File: src/rtl/uart_pkg.sv
`default_nettype none
// ============================================================================
// Module      : uart_pkg
// Description : Shared types and helpers for the UART receive/transmit blocks.
// Revision    : 1.0 - initial release
// ============================================================================
package uart_pkg;

    // Receiver sequencing states (prefixed so they cannot collide with the
    // PARITY parameter of the receiver).
    typedef enum logic [2:0] {
        ST_IDLE      = 3'd0,
        ST_START     = 3'd1,
        ST_DATA      = 3'd2,
        ST_PARITY    = 3'd3,
        ST_STOP      = 3'd4,
        ST_WAIT_HIGH = 3'd5
    } rx_state_t;

    // Parity mode encoding, matches the integer PARITY parameter.
    typedef enum logic [1:0] {
        PAR_NONE = 2'd0,
        PAR_ODD  = 2'd1,
        PAR_EVEN = 2'd2
    } parity_t;

    // True when a receiver/transmitter parameter set is usable.
    function automatic bit uart_params_ok(input int divider, input int char_w,
                                          input int parity, input int stop_bits,
                                          input int sync_stages);
        return (divider >= 8) && (char_w >= 5) && (char_w <= 9) &&
               (parity >= 0) && (parity <= 2) &&
               ((stop_bits == 1) || (stop_bits == 2)) && (sync_stages >= 2);
    endfunction

endpackage
`default_nettype wire

File: src/rtl/uart_baud_gen.sv
`default_nettype none
// ============================================================================
// Module      : uart_baud_gen
// Description : Down-counting bit-period timer. tick is high while the count
//               is zero; the counter then reloads DIVIDER-1. load_half aligns
//               the next tick to mid-bit, load_full parks a full period.
// Revision    : 1.0 - initial release
// ============================================================================
module uart_baud_gen #(
    parameter int DIVIDER = 4096
) (
    input  logic clk,
    input  logic rst_n,
    input  logic load_half,
    input  logic load_full,
    output logic tick
);

    localparam int                 c_cnt_w = $clog2(DIVIDER);
    localparam logic [c_cnt_w-1:0] c_half  = c_cnt_w'(DIVIDER / 2 - 1);
    localparam logic [c_cnt_w-1:0] c_full  = c_cnt_w'(DIVIDER - 1);
    localparam logic [c_cnt_w-1:0] c_one   = c_cnt_w'(1);

    logic [c_cnt_w-1:0] cnt_q;
    logic [c_cnt_w-1:0] cnt_d;

    // Next count: explicit loads win over the free-running decrement/reload.
    always_comb begin
        cnt_d = cnt_q - c_one;
        if (load_half) begin
            cnt_d = c_half;
        end else if (load_full) begin
            cnt_d = c_full;
        end else if (cnt_q == '0) begin
            cnt_d = c_full;
        end
    end

    // Counter register.
    always_ff @(posedge clk or negedge rst_n) begin
        if (!rst_n) begin
            cnt_q <= '0;
        end else begin
            cnt_q <= cnt_d;
        end
    end

    assign tick = (cnt_q == '0);

endmodule
`default_nettype wire

File: src/rtl/uart_rx_framed.sv
`default_nettype none
// ============================================================================
// Module      : uart_rx_framed
// Description : Framed UART receiver: mid-bit sampling, optional parity,
//               1/2 stop bits, false-start/parity/framing/break detection,
//               valid/ready delivery with sticky overrun.
// Revision    : 1.0 - initial release
// ============================================================================
module uart_rx_framed #(
    parameter int DIVIDER     = 4096,
    parameter int CHAR_W      = 8,
    parameter int PARITY      = 0,
    parameter int STOP_BITS   = 1,
    parameter int SYNC_STAGES = 2
) (
    input  logic              clock_50M,
    input  logic              n_reset,
    input  logic              uart_rx_pin,
    output logic [CHAR_W-1:0] rx_data,
    output logic              rx_valid,
    input  logic              rx_ready,
    output logic              parity_err,
    output logic              frame_err,
    output logic              overrun,
    output logic              break_det
);
    import uart_pkg::*;

    localparam int                 c_idx_w     = $clog2(CHAR_W + 1);
    localparam parity_t            c_par_mode  = parity_t'(2'(PARITY));
    localparam logic [c_idx_w-1:0] c_last_data = c_idx_w'(CHAR_W - 1);
    localparam logic [c_idx_w-1:0] c_last_stop = c_idx_w'(STOP_BITS - 1);
    localparam logic [c_idx_w-1:0] c_idx_one   = c_idx_w'(1);

    generate
        if (!uart_params_ok(DIVIDER, CHAR_W, PARITY, STOP_BITS, SYNC_STAGES)) begin : g_bad_params
            $error("uart_rx_framed: illegal parameter set");
        end
    endgenerate

    logic [SYNC_STAGES-1:0] sync_q, sync_d;
    rx_state_t              state_q, state_d;
    logic [c_idx_w-1:0]     idx_q, idx_d;
    logic [CHAR_W-1:0]      shift_q, shift_d;
    logic                   par_bit_q, par_bit_d;
    logic                   par_err_acc_q, par_err_acc_d;
    logic                   frame_acc_q, frame_acc_d;
    logic                   stop_low_q, stop_low_d;
    logic [CHAR_W-1:0]      rx_data_q, rx_data_d;
    logic                   rx_valid_q, rx_valid_d;
    logic                   parity_err_q, parity_err_d;
    logic                   frame_err_q, frame_err_d;
    logic                   overrun_q, overrun_d;
    logic                   break_det_q, break_det_d;

    logic w_rxs, w_tick, w_accept, w_load_half, w_load_full;
    logic w_stop_frame, w_stop_low;

    assign w_rxs    = sync_q[SYNC_STAGES-1];
    assign w_accept = rx_valid_q & rx_ready;

    uart_baud_gen #(
        .DIVIDER (DIVIDER)
    ) u_baud (
        .clk       (clock_50M),
        .rst_n     (n_reset),
        .load_half (w_load_half),
        .load_full (w_load_full),
        .tick      (w_tick)
    );

    // Frame sequencing, character assembly and output handshake next-state.
    always_comb begin
        sync_d        = {sync_q[SYNC_STAGES-2:0], uart_rx_pin};
        state_d       = state_q;
        idx_d         = idx_q;
        shift_d       = shift_q;
        par_bit_d     = par_bit_q;
        par_err_acc_d = par_err_acc_q;
        frame_acc_d   = frame_acc_q;
        stop_low_d    = stop_low_q;
        rx_data_d     = rx_data_q;
        rx_valid_d    = rx_valid_q & ~w_accept;
        parity_err_d  = parity_err_q;
        frame_err_d   = frame_err_q;
        overrun_d     = overrun_q & ~w_accept;
        break_det_d   = 1'b0;
        w_load_half   = 1'b0;
        w_load_full   = 1'b0;
        w_stop_frame  = frame_acc_q | ~w_rxs;
        w_stop_low    = stop_low_q & ~w_rxs;

        case (state_q)
            ST_IDLE: begin
                if (!w_rxs) begin
                    state_d     = ST_START;
                    w_load_half = 1'b1;
                end else begin
                    w_load_full = 1'b1;
                end
            end
            ST_START: begin
                if (w_tick) begin
                    if (!w_rxs) begin
                        state_d = ST_DATA;
                        idx_d   = '0;
                    end else begin
                        state_d = ST_IDLE;   // false start, silently dropped
                    end
                end
            end
            ST_DATA: begin
                if (w_tick) begin
                    shift_d = {w_rxs, shift_q[CHAR_W-1:1]};
                    if (idx_q == c_last_data) begin
                        idx_d         = '0;
                        par_bit_d     = 1'b0;
                        par_err_acc_d = 1'b0;
                        frame_acc_d   = 1'b0;
                        stop_low_d    = 1'b1;
                        state_d       = (c_par_mode != PAR_NONE) ? ST_PARITY : ST_STOP;
                    end else begin
                        idx_d = idx_q + c_idx_one;
                    end
                end
            end
            ST_PARITY: begin
                if (w_tick) begin
                    par_bit_d     = w_rxs;
                    par_err_acc_d = ((^shift_q) ^ w_rxs) != (c_par_mode == PAR_ODD);
                    state_d       = ST_STOP;
                end
            end
            ST_STOP: begin
                if (w_tick) begin
                    frame_acc_d = w_stop_frame;
                    stop_low_d  = w_stop_low;
                    if (idx_q == c_last_stop) begin
                        if ((shift_q == '0) && !par_bit_q && w_stop_low) begin
                            break_det_d = 1'b1;
                        end else if (!rx_valid_q || w_accept) begin
                            rx_data_d    = shift_q;
                            parity_err_d = par_err_acc_q;
                            frame_err_d  = w_stop_frame;
                            rx_valid_d   = 1'b1;
                        end else begin
                            overrun_d = 1'b1;   // set wins over a same-cycle clear
                        end
                        state_d = w_rxs ? ST_IDLE : ST_WAIT_HIGH;
                    end else begin
                        idx_d = idx_q + c_idx_one;
                    end
                end
            end
            ST_WAIT_HIGH: begin
                if (w_rxs) begin
                    state_d = ST_IDLE;
                end
            end
            default: begin
                state_d = ST_IDLE;
            end
        endcase
    end

    // State and registered outputs; the synchroniser resets to the idle level.
    always_ff @(posedge clock_50M or negedge n_reset) begin
        if (!n_reset) begin
            sync_q        <= '1;
            state_q       <= ST_IDLE;
            idx_q         <= '0;
            shift_q       <= '0;
            par_bit_q     <= 1'b0;
            par_err_acc_q <= 1'b0;
            frame_acc_q   <= 1'b0;
            stop_low_q    <= 1'b0;
            rx_data_q     <= '0;
            rx_valid_q    <= 1'b0;
            parity_err_q  <= 1'b0;
            frame_err_q   <= 1'b0;
            overrun_q     <= 1'b0;
            break_det_q   <= 1'b0;
        end else begin
            sync_q        <= sync_d;
            state_q       <= state_d;
            idx_q         <= idx_d;
            shift_q       <= shift_d;
            par_bit_q     <= par_bit_d;
            par_err_acc_q <= par_err_acc_d;
            frame_acc_q   <= frame_acc_d;
            stop_low_q    <= stop_low_d;
            rx_data_q     <= rx_data_d;
            rx_valid_q    <= rx_valid_d;
            parity_err_q  <= parity_err_d;
            frame_err_q   <= frame_err_d;
            overrun_q     <= overrun_d;
            break_det_q   <= break_det_d;
        end
    end

    assign rx_data    = rx_data_q;
    assign rx_valid   = rx_valid_q;
    assign parity_err = parity_err_q;
    assign frame_err  = frame_err_q;
    assign overrun    = overrun_q;
    assign break_det  = break_det_q;

endmodule
`default_nettype wire
File: config.mk
export PLATFORM = sky130hd
export DESIGN_NAME = uart_rx_framed
export DESIGN_NICKNAME = d
export VERILOG_FILES = /design/src/rtl/uart_pkg.sv /design/src/rtl/uart_baud_gen.sv /design/src/rtl/uart_rx_framed.sv
export SDC_FILE = /design/constraint.sdc
export NUM_CORES = 1
export LEC_CHECK = 0
export ABC_CLOCK_PERIOD_IN_PS = 4300
export CORE_ASPECT_RATIO = 1.4
export CORE_UTILIZATION = 40
export CTS_CLUSTER_SIZE = 16
export DETAILED_ROUTE_END_ITERATION = 10
export PLACE_DENSITY = 0.59
export SLEW_MARGIN = 20
export SYNTH_ARGS = -nofsm -noshare
export SYNTH_HDL_FRONTEND = slang
export SYNTH_HIERARCHICAL = 1
export SYNTH_SLANG_ARGS = --single-unit
File: constraint.sdc
create_clock -name clock_50M -period 4.3 [get_ports clock_50M]
set_input_delay 1.29 -clock clock_50M [delete_from_list [all_inputs] [get_ports clock_50M]]
set_output_delay 1.29 -clock clock_50M [all_outputs]
set_load 0.05 [all_outputs]
==> results.yml <==
timing:
  timing.final.crit_share_pct: 65.7
  finClkSkew_ns: 0.00935
  min_period_ns: 2.83
  hold_violations: 0
  setup_violations: 0
  worstMarginPinSlew_ns: 0.824
  slew_viol_final: 0
  rsz0062_at_grt: "false"
  max_slew_margin_pct: 44.8
  max_freq_mhz: 354
  setup_tns_ns: 0
critical_path:
  cp-end-kind: "output pin"
  critical_path_class: "reg2out"
  critical-path-top-delay-family: "buffers and inverters"
  critPathBufInv: 1
  worstSetupStartpointType: "flip-flop"
  arrival_ns: 1.54
  crit_required_ns: 3.01
  slowest_delay_ns: 0.82
  path_cells: "clkdlybuf4s50_1"
  crit_slowest_cell: "clkdlybuf4s50_1"
  path_max_fanout: 4
cts:
  insertion_delay_ns: 0.30
  root_buffer: "clkbuf_8"
  post_cts_buffers: 0
  cts_sinks: 46
  htree_levels: 2
  cts_tree: "built"
  clkSlewWorstSetupHoldPaths_ns: 0.09
  ctsLongestPathBuffers: 2
  cts_hold_buf: 0
  post_cts_resize_count: 0
  numCtsBuffers: 5
synth:
  synth-async-reset-ratio_pct: 100
  syn_inst: 210
  synth.top_cells.by_area: "dfrtp_1 (48%), mux2_2 (4.5%), ha_1 (4.4%)"
  synth_edf_count: 0
  ys_warn_count: 6
  avgSynthCellArea_um2: 10.8
  synth_cell_types: 55
  synth_ff_type: "dfrtp_1"
  synth_top_area_cell: "dfrtp_1"
  synth-seq-cells: 46
  synth_fp_nets: 222
  yosysSeqAreaShare_pct: 50.7
  synth_area_mm2: 0.00228
  synth_top_cell_area_share_pct: 48.4
placed_design:
  post-place-cells: 286
  io_buffers: 16
  dp.final_hpwl_mm: 2.95
  gp_congestion: 0.742
floorplanning:
  row_count: 32
  initial_core_util_pct: 41.5
  die_h_um: 91.3
  io_pins: 17
  core_region_area_mm2: 0.00549
  die_area_mm2: 0.00600
  die_w_um: 65.8
finish:
  layout-drive-gt1-share_pct: 15.9
  multiInputGateArea_mm2: 0.00102
  diodes: 0
  nets: 237
  final_cell_mix: "dfrtp_1 (44), nand2_1 (19), inv_1 (16)"
  fin_cells: 294
  seq_area_mm2: 0.00115
  final_common_cell: "dfrtp_1"
  syn_to_final_growth_pct: 14.0
  fill_cells: 526
routing:
  drtAntennaViolNets: 0
  wl_mm: 4.18
  vias_per_cell: 5.45
  drt_pass1_iterations: 4
  wl_per_cell_um: 14.2
  drt_iter0_drc: 89
  vias: 1601
  drc: 0
power_and_ir_drop:
  cellLeakagePower_nw: 1.07
  powerDensity_mw_per_mm2: 298
  p_int_uw: 612
  swShare_pct: 20.9
  peakVddDrop_mv: 0.141
  clkPwrFrac_pct: 41.8
  p_sw_uw: 161
  seq_power_share_pct: 56.3
  comb_power_share_pct: 1.9
global_route:
  antenna_found_initial: 0
  grt_use_total_pct: 16.1
  grt-ovfl-total: 0
  grt_pass1_vias: 1656
  grt_pass1_wl_mm: 7.58
  grt_max_degree: 47
run_status:
  status: "complete, no violations"
flow_run:
  maxCapViolCount: 0
worst_hold_path:
  hp-class: "reg2reg"
[Yosys cell counts (all sizes together), types with 2 or more instances]
library cell  number
a21oi              4
a31oi              3
a32o               2
buf                6
clkbuf             3
dfrtp             44
dfstp              2
ha                 8
inv               16
mux2              10
nand2             21
nand2b             3
nand3              8
nand3b             2
nor2               6
nor2b              2
nor3               2
nor3b              3
nor4               4
nor4b              3
o211ai             3
o21ai             10
o2bb2ai            2
o31ai              3
or2                2
or3                3
or3b               3
or4                6
xnor2              6
xor2               2
[path summary, 6_finish.rpt]
kind                                                   to  slack (ns)  depth (start not counted)                 startpoint
min in group asynchronous       u_baud/cnt_q[2]$_DFF_PN0_        0.98                          1                    n_reset
max in group asynchronous       u_baud/cnt_q[5]$_DFF_PN0_        2.90                          1                    n_reset
worst min-delay path                  sync_q[1]$_DFF_PN1_        0.36                          0        sync_q[0]$_DFF_PN1_
worst max-delay path                             rx_valid        1.47                          1         rx_valid$_DFF_PN0_
worst min register to register        sync_q[1]$_DFF_PN1_        0.36                          0        sync_q[0]$_DFF_PN1_
worst max register to register     rx_data[2]$_DFFE_PN0P_        1.62                          8  u_baud/cnt_q[0]$_DFF_PN0_
[registers in the layout (all words and copies together) (netlist names), 2 cells and up]
register,flops
sync_q,2
u_baud/cnt_q,12
shift_q,8
state_q,3
rx_data,8
idx_q,4
[cells by family (layout without fill, tap and decap cells)]
group	count (synthesis)	in the layout	share of synthesized area [%]
AND/OR/NAND/NOR	74	74	19.7
AO/OA/AOI/OAI	38	38	12.0
flip-flops	46	46	50.7
multiplexers	11	11	5.38
XOR/XNOR	8	8	3.08
adder cells (fa/ha/maj)	8	8	4.40
buffers and inverters	25	41	4.73
[power by group through the flow]
stage	Combinational (mW)	Sequential [mW]	Clock (mW)
6_report	0.0145	0.436	0.323
3_3_place_gp	0.0151	0.444	0
4_1_cts	0.0154	0.436	0.333
5_1_grt	0.0170	0.436	0.354
3_5_place_dp	0.0153	0.444	0
2_1_floorplan	0.00464	0.443	0
[per-layer routing]
layer	up-vias	global-route usage (%)	part of all wire, %
met3	6	3.77	1.8
met5	-	0	0
li1	788	-	-
met1	790	19.8	45
met4	0	5.98	1.6
met2	17	26.8	52
[worst reg2reg max path, stage by stage, from the launching register on]
cell and delay, ns:
dfrtp_1 0.41, inv_1 0.09, ha_1 0.13, nor4b_1 0.47, and3_1 0.45, and4bb_2 0.29
o211a_1 0.23, nand2_2 0.18, mux2_2 0.32
[layout make-up]
cell class,instances,area share (%)
Tap cell,68,3.28
Clock inverter,2,1.45
Sequential cell,46,44.4
Inverter,16,2.31
Clock buffer,6,2.80
Multi-Input combinational cell,139,39.4
Timing Repair Buffer,17,6.36
[through the flow]
stage	total power [mW]	hold slack, ns	setup WS, ns	instance area [um^2]	utilization (%)
4_1_cts	0.784	0.359	1.47	2590	47.3
6_report	0.773	0.358	1.47	2600	47.3
5_1_grt	0.807	0.369	1.41	2600	47.3
2_1_floorplan	0.447	0.345	2.06	2280	-
3_5_place_dp	0.459	0.347	1.62	2480	45.3
3_3_place_gp	0.459	0.347	1.68	2480	45.3
Note: power is estimated with default switching activity, not from simulation.
